==> config.mk <==
export PLATFORM = sky130hd
export DESIGN_NAME = adder_arbiter_flat
export DESIGN_NICKNAME = d
export VERILOG_FILES = /design/src/rtl/cpu_pkg.sv /design/src/rtl/adder_arbiter_if.sv /design/src/rtl/adder_arbiter_rr_arbiter.sv /design/src/rtl/adder_arbiter.sv /design/src/flat_wrapper.sv
export SDC_FILE = /design/constraint.sdc
export NUM_CORES = 1
export LEC_CHECK = 0
export ABC_CLOCK_PERIOD_IN_PS = 8800
export CAP_MARGIN = 20
export CELL_PAD_IN_SITES_DETAIL_PLACEMENT = 1
export CELL_PAD_IN_SITES_GLOBAL_PLACEMENT = 1
export CORE_ASPECT_RATIO = 1.4
export CORE_UTILIZATION = 31
export DETAILED_ROUTE_END_ITERATION = 10
export GPL_TIMING_DRIVEN = 0
export HOLD_SLACK_MARGIN = 0.02
export PLACE_DENSITY = 0.91
export SLEW_MARGIN = 20
export SYNTH_ARGS = -nofsm -noshare
export SYNTH_HDL_FRONTEND = slang
export SYNTH_SLANG_ARGS = --single-unit
==> constraint.sdc <==
create_clock -name clk -period 8.8 [get_ports clk]
set_clock_uncertainty 0.2 [all_clocks]
set_input_delay 1.76 -clock clk [delete_from_list [all_inputs] [get_ports clk]]
set_output_delay 1.76 -clock clk [all_outputs]
set_load 0.005 [all_outputs]
==> src/rtl/cpu_pkg.sv <==
// Shared CPU definitions: datapath word width, word type and the result-register
// occupancy states used by the shared adder.
package cpu_pkg;

  localparam int WORD_W = 32;

  typedef logic [WORD_W-1:0] word_t;

  // Result register occupancy: EMPTY has nothing to present, FULL holds a result.
  typedef enum logic [0:0] {
    RSP_EMPTY = 1'b0,
    RSP_FULL  = 1'b1
  } rsp_state_e;

endpackage

==> src/rtl/adder_arbiter_if.sv <==
// Request/response bundle for the shared adder: NREQ packed request channels
// in, one registered result channel out.
interface adder_arbiter_if
  import cpu_pkg::*;
#(
  parameter int NREQ = 3,
  parameter int IDW  = 2
) ();

  logic [NREQ-1:0]        req_valid;
  logic [NREQ*WORD_W-1:0] req_a;
  logic [NREQ*WORD_W-1:0] req_b;
  logic [NREQ-1:0]        req_ready;
  logic                   rsp_valid;
  logic                   rsp_ready;
  word_t                  rsp_sum;
  logic                   rsp_carry;
  logic [IDW-1:0]         rsp_id;

  // Requesters and result consumer side.
  modport master (
    output req_valid, req_a, req_b, rsp_ready,
    input  req_ready, rsp_valid, rsp_sum, rsp_carry, rsp_id
  );

  // Shared adder side.
  modport slave (
    input  req_valid, req_a, req_b, rsp_ready,
    output req_ready, rsp_valid, rsp_sum, rsp_carry, rsp_id
  );

endinterface

==> src/rtl/adder_arbiter_rr_arbiter.sv <==
// Combinational round-robin arbiter: searches req starting at ptr, wrapping
// modulo NREQ, and grants the first set bit. No grant while en is low.
module rr_arbiter #(
  parameter int NREQ = 3,
  parameter int IDW  = (NREQ > 2) ? $clog2(NREQ) : 1
) (
  input  logic [NREQ-1:0] req,
  input  logic [IDW-1:0]  ptr,
  input  logic            en,
  output logic [NREQ-1:0] gnt,
  output logic [IDW-1:0]  gnt_idx
);

  int   idx_s;
  logic found_s;

  // Priority search from ptr upwards with wrap; first valid requester wins.
  always_comb begin
    gnt     = {NREQ{1'b0}};
    gnt_idx = {IDW{1'b0}};
    found_s = 1'b0;
    idx_s   = 0;
    for (int k = 0; k < NREQ; k++) begin
      idx_s = (int'(ptr) + k) % NREQ;
      if (en && !found_s && req[idx_s]) begin
        found_s      = 1'b1;
        gnt[idx_s]   = 1'b1;
        gnt_idx      = IDW'(idx_s);
      end else begin
        found_s = found_s;
      end
    end
  end

endmodule

==> src/rtl/adder_arbiter.sv <==
// Shared 32-bit adder: round-robin grants one requester per cycle, adds its
// operands and holds the result with the requester ID in a one-entry register.
module adder_arbiter
  import cpu_pkg::*;
#(
  parameter int NREQ = 3,
  parameter int IDW  = 2
) (
  input logic            clk,
  input logic            rst,
  adder_arbiter_if.slave bus
);

  rsp_state_e      state_r;
  rsp_state_e      state_nxt_s;
  logic [IDW-1:0]  ptr_r;
  logic [IDW-1:0]  ptr_nxt_s;
  logic [NREQ-1:0] gnt_s;
  logic [IDW-1:0]  gnt_idx_s;
  logic            can_accept_s;
  logic            arb_en_s;
  logic            xfer_s;
  word_t           op_a_s;
  word_t           op_b_s;
  logic [WORD_W:0] sum_s;
  word_t           sum_r;
  logic            carry_r;
  logic [IDW-1:0]  id_r;

  // A slot is free when empty or when the held result drains this cycle;
  // nothing is granted while reset is asserted.
  assign can_accept_s = (state_r == RSP_EMPTY) | bus.rsp_ready;
  assign arb_en_s     = can_accept_s & ~rst;

  rr_arbiter #(
    .NREQ (NREQ),
    .IDW  (IDW)
  ) u_arb (
    .req     (bus.req_valid),
    .ptr     (ptr_r),
    .en      (arb_en_s),
    .gnt     (gnt_s),
    .gnt_idx (gnt_idx_s)
  );

  assign xfer_s = |(gnt_s & bus.req_valid);

  // Select the winner's operands and form the single 33-bit sum.
  always_comb begin
    op_a_s = bus.req_a[int'(gnt_idx_s)*WORD_W +: WORD_W];
    op_b_s = bus.req_b[int'(gnt_idx_s)*WORD_W +: WORD_W];
    sum_s  = {1'b0, op_a_s} + {1'b0, op_b_s};
  end

  // Pointer moves just past the winner on a transfer, wrapping at NREQ-1.
  always_comb begin
    if (xfer_s) begin
      if (gnt_idx_s == IDW'(NREQ - 1)) begin
        ptr_nxt_s = {IDW{1'b0}};
      end else begin
        ptr_nxt_s = gnt_idx_s + IDW'(1'b1);
      end
    end else begin
      ptr_nxt_s = ptr_r;
    end
  end

  // Round-robin pointer register.
  always_ff @(posedge clk) begin
    if (rst) begin
      ptr_r <= {IDW{1'b0}};
    end else begin
      ptr_r <= ptr_nxt_s;
    end
  end

  // Result-register occupancy state register.
  always_ff @(posedge clk) begin
    if (rst) begin
      state_r <= RSP_EMPTY;
    end else begin
      state_r <= state_nxt_s;
    end
  end

  // Next occupancy: a transfer always fills; a drain without transfer empties.
  always_comb begin
    case (state_r)
      RSP_EMPTY: begin
        if (xfer_s) begin
          state_nxt_s = RSP_FULL;
        end else begin
          state_nxt_s = RSP_EMPTY;
        end
      end
      RSP_FULL: begin
        if (xfer_s) begin
          state_nxt_s = RSP_FULL;
        end else if (bus.rsp_ready) begin
          state_nxt_s = RSP_EMPTY;
        end else begin
          state_nxt_s = RSP_FULL;
        end
      end
      default: state_nxt_s = RSP_EMPTY;
    endcase
  end

  // Result data register; holds its last value when nothing transfers.
  always_ff @(posedge clk) begin
    if (rst) begin
      sum_r   <= {WORD_W{1'b0}};
      carry_r <= 1'b0;
      id_r    <= {IDW{1'b0}};
    end else if (xfer_s) begin
      sum_r   <= sum_s[WORD_W-1:0];
      carry_r <= sum_s[WORD_W];
      id_r    <= gnt_idx_s;
    end else begin
      sum_r   <= sum_r;
      carry_r <= carry_r;
      id_r    <= id_r;
    end
  end

  // Drive the channel outputs from state and registers; grant is combinational.
  always_comb begin
    bus.req_ready = gnt_s;
    bus.rsp_valid = (state_r == RSP_FULL);
    bus.rsp_sum   = sum_r;
    bus.rsp_carry = carry_r;
    bus.rsp_id    = id_r;
  end

endmodule
==> src/flat_wrapper.sv <==
// flat-port wrapper written by rule: the top's interface ports become plain ports
module adder_arbiter_flat import cpu_pkg::*;
#(
  parameter int NREQ = 3,
  parameter int IDW  = 2
)
  (clk, rst, bus_req_valid, bus_req_a, bus_req_b, bus_rsp_ready, bus_req_ready, bus_rsp_valid, bus_rsp_sum, bus_rsp_carry, bus_rsp_id);
  adder_arbiter_if #(.NREQ(NREQ), .IDW(IDW)) bus_i ();
  input logic clk;
  input logic rst;
  input wire logic [$bits(bus_i.req_valid)-1:0] bus_req_valid;
  input wire logic [$bits(bus_i.req_a)-1:0] bus_req_a;
  input wire logic [$bits(bus_i.req_b)-1:0] bus_req_b;
  input wire logic [$bits(bus_i.rsp_ready)-1:0] bus_rsp_ready;
  output wire logic [$bits(bus_i.req_ready)-1:0] bus_req_ready;
  output wire logic [$bits(bus_i.rsp_valid)-1:0] bus_rsp_valid;
  output wire logic [$bits(bus_i.rsp_sum)-1:0] bus_rsp_sum;
  output wire logic [$bits(bus_i.rsp_carry)-1:0] bus_rsp_carry;
  output wire logic [$bits(bus_i.rsp_id)-1:0] bus_rsp_id;
  assign bus_i.req_valid = bus_req_valid;
  assign bus_i.req_a = bus_req_a;
  assign bus_i.req_b = bus_req_b;
  assign bus_i.rsp_ready = bus_rsp_ready;
  assign bus_req_ready = bus_i.req_ready;
  assign bus_rsp_valid = bus_i.rsp_valid;
  assign bus_rsp_sum = bus_i.rsp_sum;
  assign bus_rsp_carry = bus_i.rsp_carry;
  assign bus_rsp_id = bus_i.rsp_id;
  adder_arbiter #(.NREQ(NREQ), .IDW(IDW)) u_core (.clk(clk), .rst(rst), .bus(bus_i));
endmodule
==> summary.md <==
| Metric | Value |
|---|---|
| Clock slew at reported path FFs | `0.06 ns` |
| Mapped Avg Cell Area | `7.43 um2` |
| Die H | `148 um` |
| Layout cell share with drive strength beyond 1 | `4.42%` |
| DR vias/cell | `5.37` |
| Die Wd | `107 um` |
| FF+latch count, synth | `38` |
| Largest family of logic cells by synthesized area | `compound AO/OA/AOI/OAI gates` |
| Crit path cell chain | `clkdlybuf4s50_1 > mux2i_1 > mux2i_2 > a21oi_1 > o21ai_0 > buf_4 > buf_4 > mux2i_1 > o21ai_0 > fa_1 > a21oi_1 > o22ai_1 > nor4_1 > nor2_1 > a211oi_4 > xor2_1 > o21ai_0` |
| Mux cell area share after synthesis | `18.0%` |
| Cells after Synth | `638` |
| Starting density of the core | `31.6%` |
| # IOs | `between 200 and 250` |
| Number of detailed-route iterations in the first pass | `4` |
| Core ar. | `15000 um2` |
| Largest net degree at the start of global routing | `12` |
| Post-Synth Adder-Cell Area | `9.93%` |
| Final count of hold timing violations | `0` |
| Worst EP required | `8.76 ns` |
| Seq/Total Area, Yosys | `16.1%` |
| Net Count, Synth | `873` |
| Post-synth EDFFs | `0` |
| Crit Path Class | `in -> reg` |
| Area grow syn2layout | `58.0%` |
| CP max stage delay | `0.62 ns` |
| Vias in the first global route | `6279` |
| Status | `complete, no violations` |
| Initial antenna violation count | `0` |
| Tmin final | `7.00 ns` |
| DRT iter0 DRCs | `158` |
| Ys async rst share | `0%` |
| Area leader, netlist | `mux2i_1` |
| GRT Resource Usage Total | `24.6%` |
| WL per Instance | `between 15 and 20 um` |
| CTS tree | `built` |
| Final Slew Violations | `0` |
| Post-synthesis simple-gate area fraction | `between 20% and 30%` |
| Cts hold-fix bufs | `0` |
| Die area | `15800 um2` |
| Synth Flop Type | `dfxtp_1` |
| Slew @ Worst Pin | `0.662 ns` |
| Num rows | `53` |
| Final worst-path cycle share | `79.6%` |
| Arrival time at the worst endpoint | `between 6 and 7 ns` |
| Final instance area | `7490 um2` |
| Final setup vio count | `0` |
| Top cells by area, synth | `mux2i_1 18%, dfxtp_1 16%, o21ai_0 9.7%` |
| Yosys top cell area share | `17.7%` |
| DRC | `0` |
| Hold WC Path Type | `reg -> reg` |
| Peak Freq | `~0.14 GHz` |
| H-tree levels | `2` |
| First-pass GRT wire length | `slightly above 30000 um` |
| Dpl hpwl | `16600 um` |
| Ant diodes | `0` |
| Max-slew headroom | `55.4%` |
| Worst setup SP type | `input pin` |
| Port bufs | `236` |
| RSZ-0062 raised after global routing | `false` |
| Final GP Congestion | `0.875` |
| Gates resized, CTS repair | `0` |
| Antenna Nets Post-Route | `0` |
| Critical Path End Type | `flip-flop` |
| Worst vdd ir | `84.5 uV` |
| Compound-Gate Fraction of Synth Area | `26.1%` |
| Crit path top cell by count | `o21ai_0` |
| Crit path max-delay cell type | `clkdlybuf4s50_1` |
| Clk_lat worst skew | `0.28 ns` |
| Yosys cell types | `69` |
| CP max FO | `10` |
| Post-Syn Area | `between 4000 and 5000 um2` |
| Grt ovf | `0` |
| Pwr dens | `184 nW/um2` |
| Post-Synth XOR/XNOR Area | `3.51%` |
| Root Driver | `clkbuf_16` |
| Post-CTS setup buffer count | `0` |
| Num Clock Sinks | `38` |
| Total Routed Length | `20000 um` |
| Setup TNS | `0 ns` |
| Post-DP Area | `7340 um2` |
| Maximum clock path buffer count | `2` |
| Fill cell count | `1886` |
| Number of nets in the layout | `~1100` |
| Via count | `5763` |
| Yosys Warn Count | `0` |
| Leakage | `3.14 nW` |
| CTS buffer count | `5` |
| Max-cap violation count | `0` |
-- layout by cell type, fill, tap and decap left out, types with 3 or more instances in the layout --
cell type | netlist | final
inv_1 | 11 | 11
a211oi_1 | 3 | 3
ha_1 | 36 | 36
clkbuf_16 | 0 | 5
or3_1 | 5 | 5
o211ai_1 | 4 | 4
o21a_1 | 9 | 9
nand3b_1 | 10 | 10
nor2b_1 | 5 | 5
clkdlybuf4s50_1 | 0 | 236
mux2i_1 | 84 | 84
nand3_1 | 18 | 18
o21ai_0 | 92 | 92
clkbuf_1 | 21 | 22
nor2_1 | 36 | 36
and3_1 | 5 | 5
and2_1 | 4 | 4
o21bai_1 | 5 | 5
xnor2_1 | 12 | 12
a21o_1 | 7 | 7
dfxtp_1 | 38 | 38
buf_4 | 12 | 12
nand2b_1 | 6 | 6
nand4_1 | 6 | 6
a21oi_1 | 40 | 40
buf_6 | 3 | 3
xor2_1 | 7 | 7
nor3_1 | 9 | 9
nand2_1 | 95 | 95
-- flip-flops by register name, summed over array words and instances, names as in the netlist --
| name | cells |
|---|---|
| u_core.bus.rsp_sum | 32 |
| u_core.bus.rsp_carry | 1 |
| u_core.bus.rsp_id | 2 |
| u_core.ptr_r | 2 |
| u_core.bus.rsp_valid | 1 |
-- layer usage --
metal | global-route usage (%) | vias up | share of wire [%]
met2 | 48.6 | 185 | 54
met1 | 23.8 | 2708 | 36
li1 | - | 2817 | -
met3 | 4.78 | 53 | 5.3
met5 | 0 | - | 0
met4 | 12.1 | 0 | 5.4
-- worst paths after layout --
kind	from	cells past startpoint	slack (ns)	to
worst max-delay path	bus_req_valid[2]	17	1.80	u_core.bus.rsp_sum[22]
worst min-delay path	u_core.bus.rsp_sum[16]	2	0.27	u_core.bus.rsp_sum[16]
worst max register to register	u_core.ptr_r[0]	18	3.16	u_core.bus.rsp_sum[22]
worst min register to register	u_core.bus.rsp_sum[16]	2	0.27	u_core.bus.rsp_sum[16]
-- power by group --
part           leakage [nW]  internal (mW)  switching (mW)  total [mW]
clock network        0.0739          0.112          0.0727       0.185
logic                  2.76          0.442           0.502       0.944
registers             0.312          0.218          0.0280       0.246
-- logic make-up after synthesis --
family	Yosys count
and+or+nand+nor	210
xor gates and xnor gates	19
DFF	38
AOI/OAI and AO/OA	199
buffers and inverters	50
muxes	85
adders and majority gates	37
-- cell usage after synthesis (all sizes together), types with 2 or more instances --
cell type / instances
a211oi: 4
a21boi: 3
a21o: 7
a21oi: 42
a221o: 2
a221oi: 2
a311o: 2
a31oi: 2
and2: 4
and3: 5
and4: 2
buf: 17
clkbuf: 22
dfxtp: 38
ha: 36
inv: 11
mux2i: 85
nand2: 95
nand2b: 6
nand3: 18
nand3b: 10
nand4: 6
nor2: 37
nor2b: 5
nor3: 10
nor4: 2
o2111a: 2
o2111ai: 2
o211ai: 4
o21a: 9
o21ai: 94
o21bai: 5
o311ai: 4
o31a: 2
or3: 6
xnor2: 12
xor2: 7
-- cell type report --
cell class	instances	area (um2)	share of cell area (%)
multi-input cells	550	3720	49.7
plain buffers	39	218	2.91
well taps	192	240	3.21
repair buffers	236	2360	31.5
clock inverters	1	5.00	0.0668
flip-flops and latches	38	761	10.2
clock buffers	7	143	1.90
inverters	11	41.3	0.551
-- critical path, delay by kind of cell --
family,cells,cell delay [ns]
simple gates,2,0.78
fa+ha+maj,1,0.54
xor+xnor,1,0.29
compound gates,7,1.67
mux,3,0.70
buf+inv,3,1.21
-- through the flow --
stage / std cells / hold slack, ns / worst slack [ns] / total power, mW / util (%)
detailed placement: 1066 / 0.257 / 1.52 / 1.19 / 49.0
global placement: 1066 / 0.242 / 1.71 / 1.16 / 49.0
CTS: 1074 / 0.265 / 1.80 / 1.38 / 50.0
floorplan: 638 / 0.248 / 3.43 / 0.811 / -
global route: 1074 / 0.309 / 1.55 / 1.48 / 50.0
finish: 1074 / 0.268 / 1.80 / 1.38 / 50.0
Power figures use the tool's default switching activity.
